**src/rtl/mips_harvard_test_monitor.sv**
```systemverilog
// Loadable instruction ROM and run-control checker for the Harvard MIPS CPU benches.
// Optional macro MONITOR_ACTIVE_HALT_EN adds a falling-edge-of-active halt and the halt_by_active output.
module mips_harvard_test_monitor #(
   parameter int          ROM_DEPTH      = 64,
   parameter logic [31:0] RESET_VECTOR   = 32'hBFC00000,
   parameter logic [31:0] HALT_ADDR      = 32'h00000000,
   parameter int          TIMEOUT_CYCLES = 256,
   localparam int         AW             = $clog2(ROM_DEPTH)
) (
   input  logic          clk,
   input  logic          reset,
   input  logic          load_en,
   input  logic [AW-1:0] load_index,
   input  logic [31:0]   load_data,
   input  logic          start,
   input  logic [31:0]   expected_v0,
   input  logic [31:0]   instr_address,
   output logic [31:0]   instr_readdata,
   input  logic          active,
   input  logic [31:0]   register_v0,
`ifdef MONITOR_ACTIVE_HALT_EN
   output logic          halt_by_active,
`endif
   output logic          busy,
   output logic          done,
   output logic          pass,
   output logic          fail,
   output logic          timeout,
   output logic [15:0]   cycle_count,
   output logic [31:0]   v0_captured
);

   typedef enum logic [2:0] {
      S_IDLE, S_RUN, S_CHECK, S_PASS, S_FAIL, S_TIMEOUT
   } state_t;

   localparam logic [15:0] TO_LAST = 16'(TIMEOUT_CYCLES - 1);

   state_t state, state_next;

   logic [31:0]   rom [ROM_DEPTH];
   logic [31:0]   offset;
   logic [AW-1:0] rd_idx;
   logic          in_range;
   logic          load_ok;
   logic          start_run;
   logic          addr_halt;
   logic          halt;

   // Combinational fetch: the CPU samples the instruction in the same cycle it drives the address.
   assign offset         = instr_address - RESET_VECTOR;
   assign rd_idx         = offset[AW+1:2];
   assign in_range       = (offset[1:0] == 2'b00) && (offset[31:AW+2] == '0);
   assign instr_readdata = in_range ? rom[rd_idx] : 32'h00000000;

   assign load_ok   = load_en && (state != S_RUN) && (state != S_CHECK);
   assign start_run = start && (state != S_RUN) && (state != S_CHECK);
   assign addr_halt = (instr_address == HALT_ADDR);

   always_ff @(posedge clk) begin
      if (load_ok) begin
         rom[load_index] <= load_data;
      end
   end

`ifdef MONITOR_ACTIVE_HALT_EN
   logic active_p1;
   logic act_halt;

   assign act_halt = active_p1 && !active;
   assign halt     = addr_halt || act_halt;

   always_ff @(posedge clk or posedge reset) begin
      if (reset) begin
         active_p1      <= 1'b0;
         halt_by_active <= 1'b0;
      end else begin
         active_p1 <= active;
         if (start_run) begin
            halt_by_active <= 1'b0;
         end else if (state == S_RUN && act_halt) begin
            halt_by_active <= 1'b1;
         end
      end
   end
`else
   logic unused_active;

   assign unused_active = active;
   assign halt          = addr_halt;
`endif

   always_comb begin
      state_next = state;
      case (state)
         S_IDLE:    if (start) state_next = S_RUN;
         S_RUN: begin
            // Halt takes priority over a timeout landing on the same edge.
            if (halt) begin
               state_next = S_CHECK;
            end else if (cycle_count == TO_LAST) begin
               state_next = S_TIMEOUT;
            end
         end
         S_CHECK:   state_next = (v0_captured == expected_v0) ? S_PASS : S_FAIL;
         S_PASS,
         S_FAIL,
         S_TIMEOUT: if (start) state_next = S_RUN;
         default:   state_next = S_IDLE;
      endcase
   end

   always_ff @(posedge clk or posedge reset) begin
      if (reset) begin
         state       <= S_IDLE;
         cycle_count <= 16'h0000;
         v0_captured <= 32'h00000000;
      end else begin
         state <= state_next;
         if (start_run) begin
            cycle_count <= 16'h0000;
         end else if (state == S_RUN && cycle_count != 16'hFFFF) begin
            cycle_count <= cycle_count + 16'h0001;
         end
         if (state == S_RUN && halt) begin
            v0_captured <= register_v0;
         end
      end
   end

   // Flags decode registered state only.
   assign busy    = (state == S_RUN) || (state == S_CHECK);
   assign done    = (state == S_PASS) || (state == S_FAIL) || (state == S_TIMEOUT);
   assign pass    = (state == S_PASS);
   assign fail    = (state == S_FAIL) || (state == S_TIMEOUT);
   assign timeout = (state == S_TIMEOUT);

endmodule

```
**config.mk**
```make
export PLATFORM = sky130hd
export DESIGN_NAME = mips_harvard_test_monitor
export DESIGN_NICKNAME = d
export VERILOG_FILES = /design/src/rtl/mips_harvard_test_monitor.sv
export SDC_FILE = /design/constraint.sdc
export NUM_CORES = 2
export LEC_CHECK = 0
export CAP_MARGIN = 20
export CORE_UTILIZATION = 61
export DETAILED_ROUTE_END_ITERATION = 8
export PLACE_DENSITY = 0.79
export SYNTH_ARGS = -nofsm -noshare
export SYNTH_HDL_FRONTEND = slang
export SYNTH_SLANG_ARGS = --single-unit
```
**constraint.sdc**
```tcl
create_clock -name clk -period 3.7 [get_ports clk]
set_input_delay 0.74 -clock clk [delete_from_list [all_inputs] [get_ports clk]]
set_output_delay 0.74 -clock clk [all_outputs]
set_load 0.02 [all_outputs]
```
Word level (Yosys, flattened, before mapping)
Memories as Yosys holds them, arrays and structs flattened.
Index checks and enable logic that the tools add are counted.
{"block": "classes", "add_sub_neg": 2, "eq_ne": 12, "muxes": 10, "reduce_logical": 18}
{"operator": "32-bit == test", "count": 1}
{"operator": "32-bit logical NOT", "count": 1}
{"operator": "16-bit 2-to-1 mux", "count": 2}
{"operator": "32-bit 2-to-1 mux", "count": 1}
{"operator": "32-bit subtractor, second input constant", "count": 1}
{"operator": "24-bit logical NOT", "count": 1}
{"operator": "16-bit by 1-bit adder with 16-bit output, second input constant", "count": 1}
{"operator": "16-bit by 8-bit == test with 1-bit output, second input constant", "count": 1}
{"operator": "16-bit != test, second input constant", "count": 1}
{"operator": "3-bit 2-to-1 mux", "count": 4}
{"operator": "3-bit case mux with 3 select lines", "count": 1}
{"operator": "1-bit logical AND", "count": 7}
{"operator": "3-bit by 2-bit == test with 1-bit output, second input constant", "count": 2}
{"operator": "3-bit == test, second input constant", "count": 2}
{"operator": "1-bit logical OR", "count": 4}
{"operator": "4-bit OR reduction", "count": 1}
{"operator": "3-bit by 1-bit == test with 1-bit output, second input constant", "count": 1}
{"operator": "3-bit logical NOT", "count": 1}
{"operator": "3-bit by 1-bit != test with 1-bit output, second input constant", "count": 1}
{"operator": "3-bit by 2-bit != test with 1-bit output, second input constant", "count": 1}
{"operator": "3-bit != test, second input constant", "count": 1}
{"operator": "2-bit logical NOT", "count": 1}
{"operator": "1-bit 2-to-1 mux", "count": 2}
{"operator": "2-bit by 1-bit != test with 1-bit output, second input constant", "count": 1}
{"operator": "2 further kinds", "count": 2}
{"block": "totals", "regBits": 51, "ramBits": 2048, "input_bits": 139, "out_inout_bits": 85, "elab_cells": 46, "mem_count": 1}
{"memory": "rom", "depth": 64, "word_bits": 32, "read_ports": 1, "rd_clocked_by_memory_dff": 0, "write_ports": 1, "line_no": "41", "text": "logic [31:0] rom [ROM_DEPTH];"}

Longest topological paths before layout
{"block": "logic_depth", "ltp_word": 5, "mapped_depth": 11, "mapped_depth_nobuf": 6}

Least setup slack after synthesis
No wires, ideal clock.
{"block": "synth_timing", "kind": "input to register", "start": "input port load_index[5]", "end": "memory rom[39][0] (enable)", "setup_ns": 0.421, "arrival_time_ns": 2.939, "required_time_ns": 3.279, "setup_slack_ns": 0.340, "path_stages": 4, "path_buffers": 2, "cell_sequence": "clkbuf_1 or3b_2 clkbuf_1 nor2_1"}
{"item": "from (decl)", "line_no": "13", "text": "input logic [AW-1:0] load_index,"}
{"item": "to (decl)", "line_no": "41"}
Straight into the memory's write port.

Worst setup path after layout
{"block": "layout_timing", "start": "input port instr_address[15]", "end": "output port instr_readdata[3]"}
{"block": "layout_between", "elab_chain_cells": 4}
{"item": "from (decl)", "line_no": "17", "text": "input logic [31:0] instr_address,"}
{"item": "32-bit subtractor", "line_no": "51", "text": "assign offset = instr_address - RESET_VECTOR;"}
{"item": "24-bit logical NOT", "line_no": "53", "text": "assign in_range = (offset[1:0] == 2'b00) && (offset[31:AW+2] == '0);"}
{"item": "1-bit logical AND", "line_no": "53"}
{"item": "32-bit 2-to-1 mux", "line_no": "54", "text": "assign instr_readdata = in_range ? rom[rd_idx] : 32'h00000000;"}
{"item": "to (decl)", "line_no": "18", "text": "output logic [31:0] instr_readdata,"}
Every way passes these cells.

==> metrics.md <==
| Metric | Value |
|---|---|
| Outcome | `complete, but fails checks` |
| Violated checks | `negative setup slack` |
| First-pass GRT wire length | `337,400 µm` |
| Crit path kind | `in2out` |
| Worst slew pin tran | `1.277 ns` |
| F_max | `0.2433 GHz` |
| Inst Count DP | `5,691` |
| Vias in the first global route | `45.29k` |
| DR DRC count | `0` |
| Area contributors post-synth | `edfxtp_1, mux4_2, dfrtp_1` |
| CTS clk-pin slew, worst paths | `0.06 ns` |
| Crit. End Element | `output pin` |
| Initial DRC count | `8,262` |
| Static Leak | `31.92 nW` |
| Req. time, crit path | `2.96 ns` |
| Post-DP HPWL | `123,600 µm` |
| Setup violations, final | `32` |
| Synthesized cell area | `81,070 µm²` |
| Initial Utilization | `0.6159` |
| Synth warn | `0` |
| Syn nets | `3,662` |
| Post-synthesis sequential area ratio | `0.7743` |
| R2R Path Start | `state[1]` |
| Power, Total | `49.55 mW` |
| Main combinational cell family by area after synthesis | `multiplexers` |
| Ratio of final minimum period to clock period | `1.111` |
| Finished Layout Cells | `6,173` |
| Max Cap Viol | `0` |
| FF-to-FF path depth | `8` |
| I/O Pins | `224` |
| Post-DRT Antenna Nets | `0` |
| Net total in the final layout | `4,396` |
| Die Span X | `366.6 µm` |
| Max_slew headroom | `0.1488` |
| Reg-to-reg critical path endpoint | `rom[17][21]` |
| Root buffer selected by CTS | `clkbuf_16` |
| Power Density | `504.2 nW/µm²` |
| WL final | `264,800 µm` |
| Final Hold Viols | `0` |
| Number of synthesized register bits | `2,099` |
| Cells after synthesis | `3,522` |
| DR WL/cell | `42.90 µm` |
| Vias/cell | `7.532` |
| Vias | `46.49k` |
| CTS buffer count | `195` |
| Main synth FF type | `edfxtp_1` |
| Mean Syn Cell Area | `23.02 µm²` |
| FF-to-FF setup slack | `0.84 ns` |
| Ys async rst share | `0.02430` |
| Post-synth cell types | `53` |
| Buffers added on ports | `222` |
| RSZ-0062 raised after global routing | `true` |
| Gpl congestion | `0.8465` |
| Share of layout cells above drive strength 1 | `0.3845` |
| CTS max path bufs | `3` |
| Die span in y | `366.6 µm` |
| Htree depth | `4` |
| Clk_lat worst skew | `0.87 ns` |
| Min Tclk post-route | `4.111 ns` |
| Post-synth top area share | `0.7586` |
| CTS sink cnt | `2,099` |
| Adder-Cell Fraction of Synth Area | `0.0001543` |
| XOR/XNOR Fraction of Synth Area | `0.004861` |
| EDFF count, synth | `2,048` |
| Post-synthesis simple-gate area fraction | `0.01431` |
| Std cell rows | `133` |
| Type of element launching the critical path | `primary input` |
| TritonCTS clock tree | `yes` |
| Die area | `134,400 µm²` |
| Global Route met1 Usage | `0.4554` |
| GRT busiest layer | `met2` |
| Pins Over Slew Limit | `0` |
| Critical Path Fanout Max | `7` |
| Layout area overhead | `21.24%` |
| Pre-antenna DRT Iters | `8` |
| HP Class | `in2async` |
| Final worst slack | `-0.4110 ns` |
| GRT Resource Usage Total | `0.3642` |
| GR Overflow Total | `0` |
| Clk_skew | `0.02566 ns` |
| Worst EP arrival | `3.37 ns` |
| Largest net degree at the start of global routing | `65` |
| Met3 Usage GRT | `0.1022` |
| Cts hold-fix bufs | `0` |
| Peak supply drop | `0.6436 mV` |
| Commonest non-fill, non-tap cell in the layout | `edfxtp_1` |
| Core ar. | `131,600 µm²` |
| Met2 usage | `0.5700` |
| Most frequent cells in the layout | `edfxtp_1, mux4_2, buf_4` |
| Mux cell area share after synthesis | `0.1712` |
| Initial antenna violation count | `14` |
| Final Util | `0.7467` |
| Compound-Gate Fraction of Synth Area | `0.01991` |
| Yosys top cell by area | `edfxtp_1` |
==> metal layers <==
| metal | up-vias | part of all wire |
|---|---|---|
| met3 | 1223 | 0.14 |
| li1 | 16500 | - |
| met1 | 23470 | 0.30 |
| met4 | 10 | 0.080 |
| met5 | - | 0.00060 |
| met2 | 5291 | 0.48 |
==> Yosys cell counts, types with 9 or more instances <==
master / instances
o22ai_1: 21
a221oi_1: 15
a21boi_1: 20
buf_4: 24
clkbuf_1: 55
nand3_1: 30
nand2_1: 39
mux2i_1: 82
dfrtp_1: 51
nand4_1: 17
xnor2_1: 37
nor2_1: 94
buf_1: 18
mux4_2: 555
a211o_1: 20
edfxtp_1: 2048
o221ai_1: 26
a22oi_1: 42
inv_1: 11
clkinv_1: 20
mux2_2: 50
o21ai_0: 17
nor4_1: 9
buf_6: 31
o21ai_1: 22
buf_2: 63
a21oi_1: 22
==> timing repair <==
| item | CTS | global route |
|---|---|---|
| setup buffers | 36 | 64 |
| gates resized for setup | 265 | 182 |
| cloned | 11 | 5 |
| pin swaps | 34 | 46 |
| setup endpoints to repair | 32 | 32 |
==> area by class of cell <==
class	instances	area, µm²
flip-flops and latches	2099	62780
fillers	6406	33340
multi-input cells	1201	18780
repair buffers	728	8309
clock buffers	237	5101
well taps	1755	2196
clock inverters	117	996.0
inverters	31	116.4
diodes	5	12.51
==> registers in the layout, indices dropped and copies added, names as in the netlist <==
| signal | cells |
|---|---|
| rom | 2048 |
| cycle_count | 16 |
| v0_captured | 32 |
| state | 3 |
==> kinds of logic (layout without fill, tap and decap cells) <==
logic type,after synthesis,count (layout)
AO/OA/AOI/OAI,226,226
XOR/XNOR,45,45
adder cells (fa/ha/maj),1,1
buffers and inverters,222,1113
flip-flops,2099,2099
multiplexers,687,687
other,0,5
AND/OR/NAND/NOR,242,242
==> where the power goes <==
group | switching, mW | leakage [nW] | internal [mW] | total (mW)
clock | 9.36 | 2.97 | 10.8 | 20.2
combinational | 1.82 | 9.88 | 1.37 | 3.19
sequential | 0.0933 | 19.1 | 26.1 | 26.2
total | 11.3 | 31.9 | 38.3 | 49.6
==> worst max-delay path by stage <==
stage	start	endpoint	cells after the start
2_1_floorplan	load_index[5]	rom[39][0]	4
6_report	instr_address[15]	instr_readdata[3]	11
3_3_place_gp	instr_address[7]	instr_readdata[1]	10
4_1_cts	instr_address[2]	instr_readdata[27]	9
5_1_grt	instr_address[1]	instr_readdata[3]	11
3_5_place_dp	instr_address[7]	instr_readdata[1]	10
==> worst max-delay path: stages <==
cell and delay, ns:
dlygate4sd2_1 0.29, nor4_4 0.42, buf_4 0.25, nand3_4 0.17, buf_12 0.22, buf_16 0.15
a211o_4 0.30, a21boi_2 0.17, o221ai_2 0.30, buf_6 0.20, buf_6 0.13
==> through the flow <==
stage,worst slack [ns],hold slack [ns],TNS (ns),cell area (µm²)
2_1_floorplan,0.3396,0.5340,0,81070
3_3_place_gp,-0.8591,0.5391,-19.82,89020
3_5_place_dp,-0.8867,0.5500,-21.13,89020
4_1_cts,-0.2370,0.4142,-3.333,96680
5_1_grt,-0.3500,0.1439,-6.793,98280
6_report,-0.4110,0.1474,-7.308,98290
Note: power is estimated with default switching activity, not from simulation.
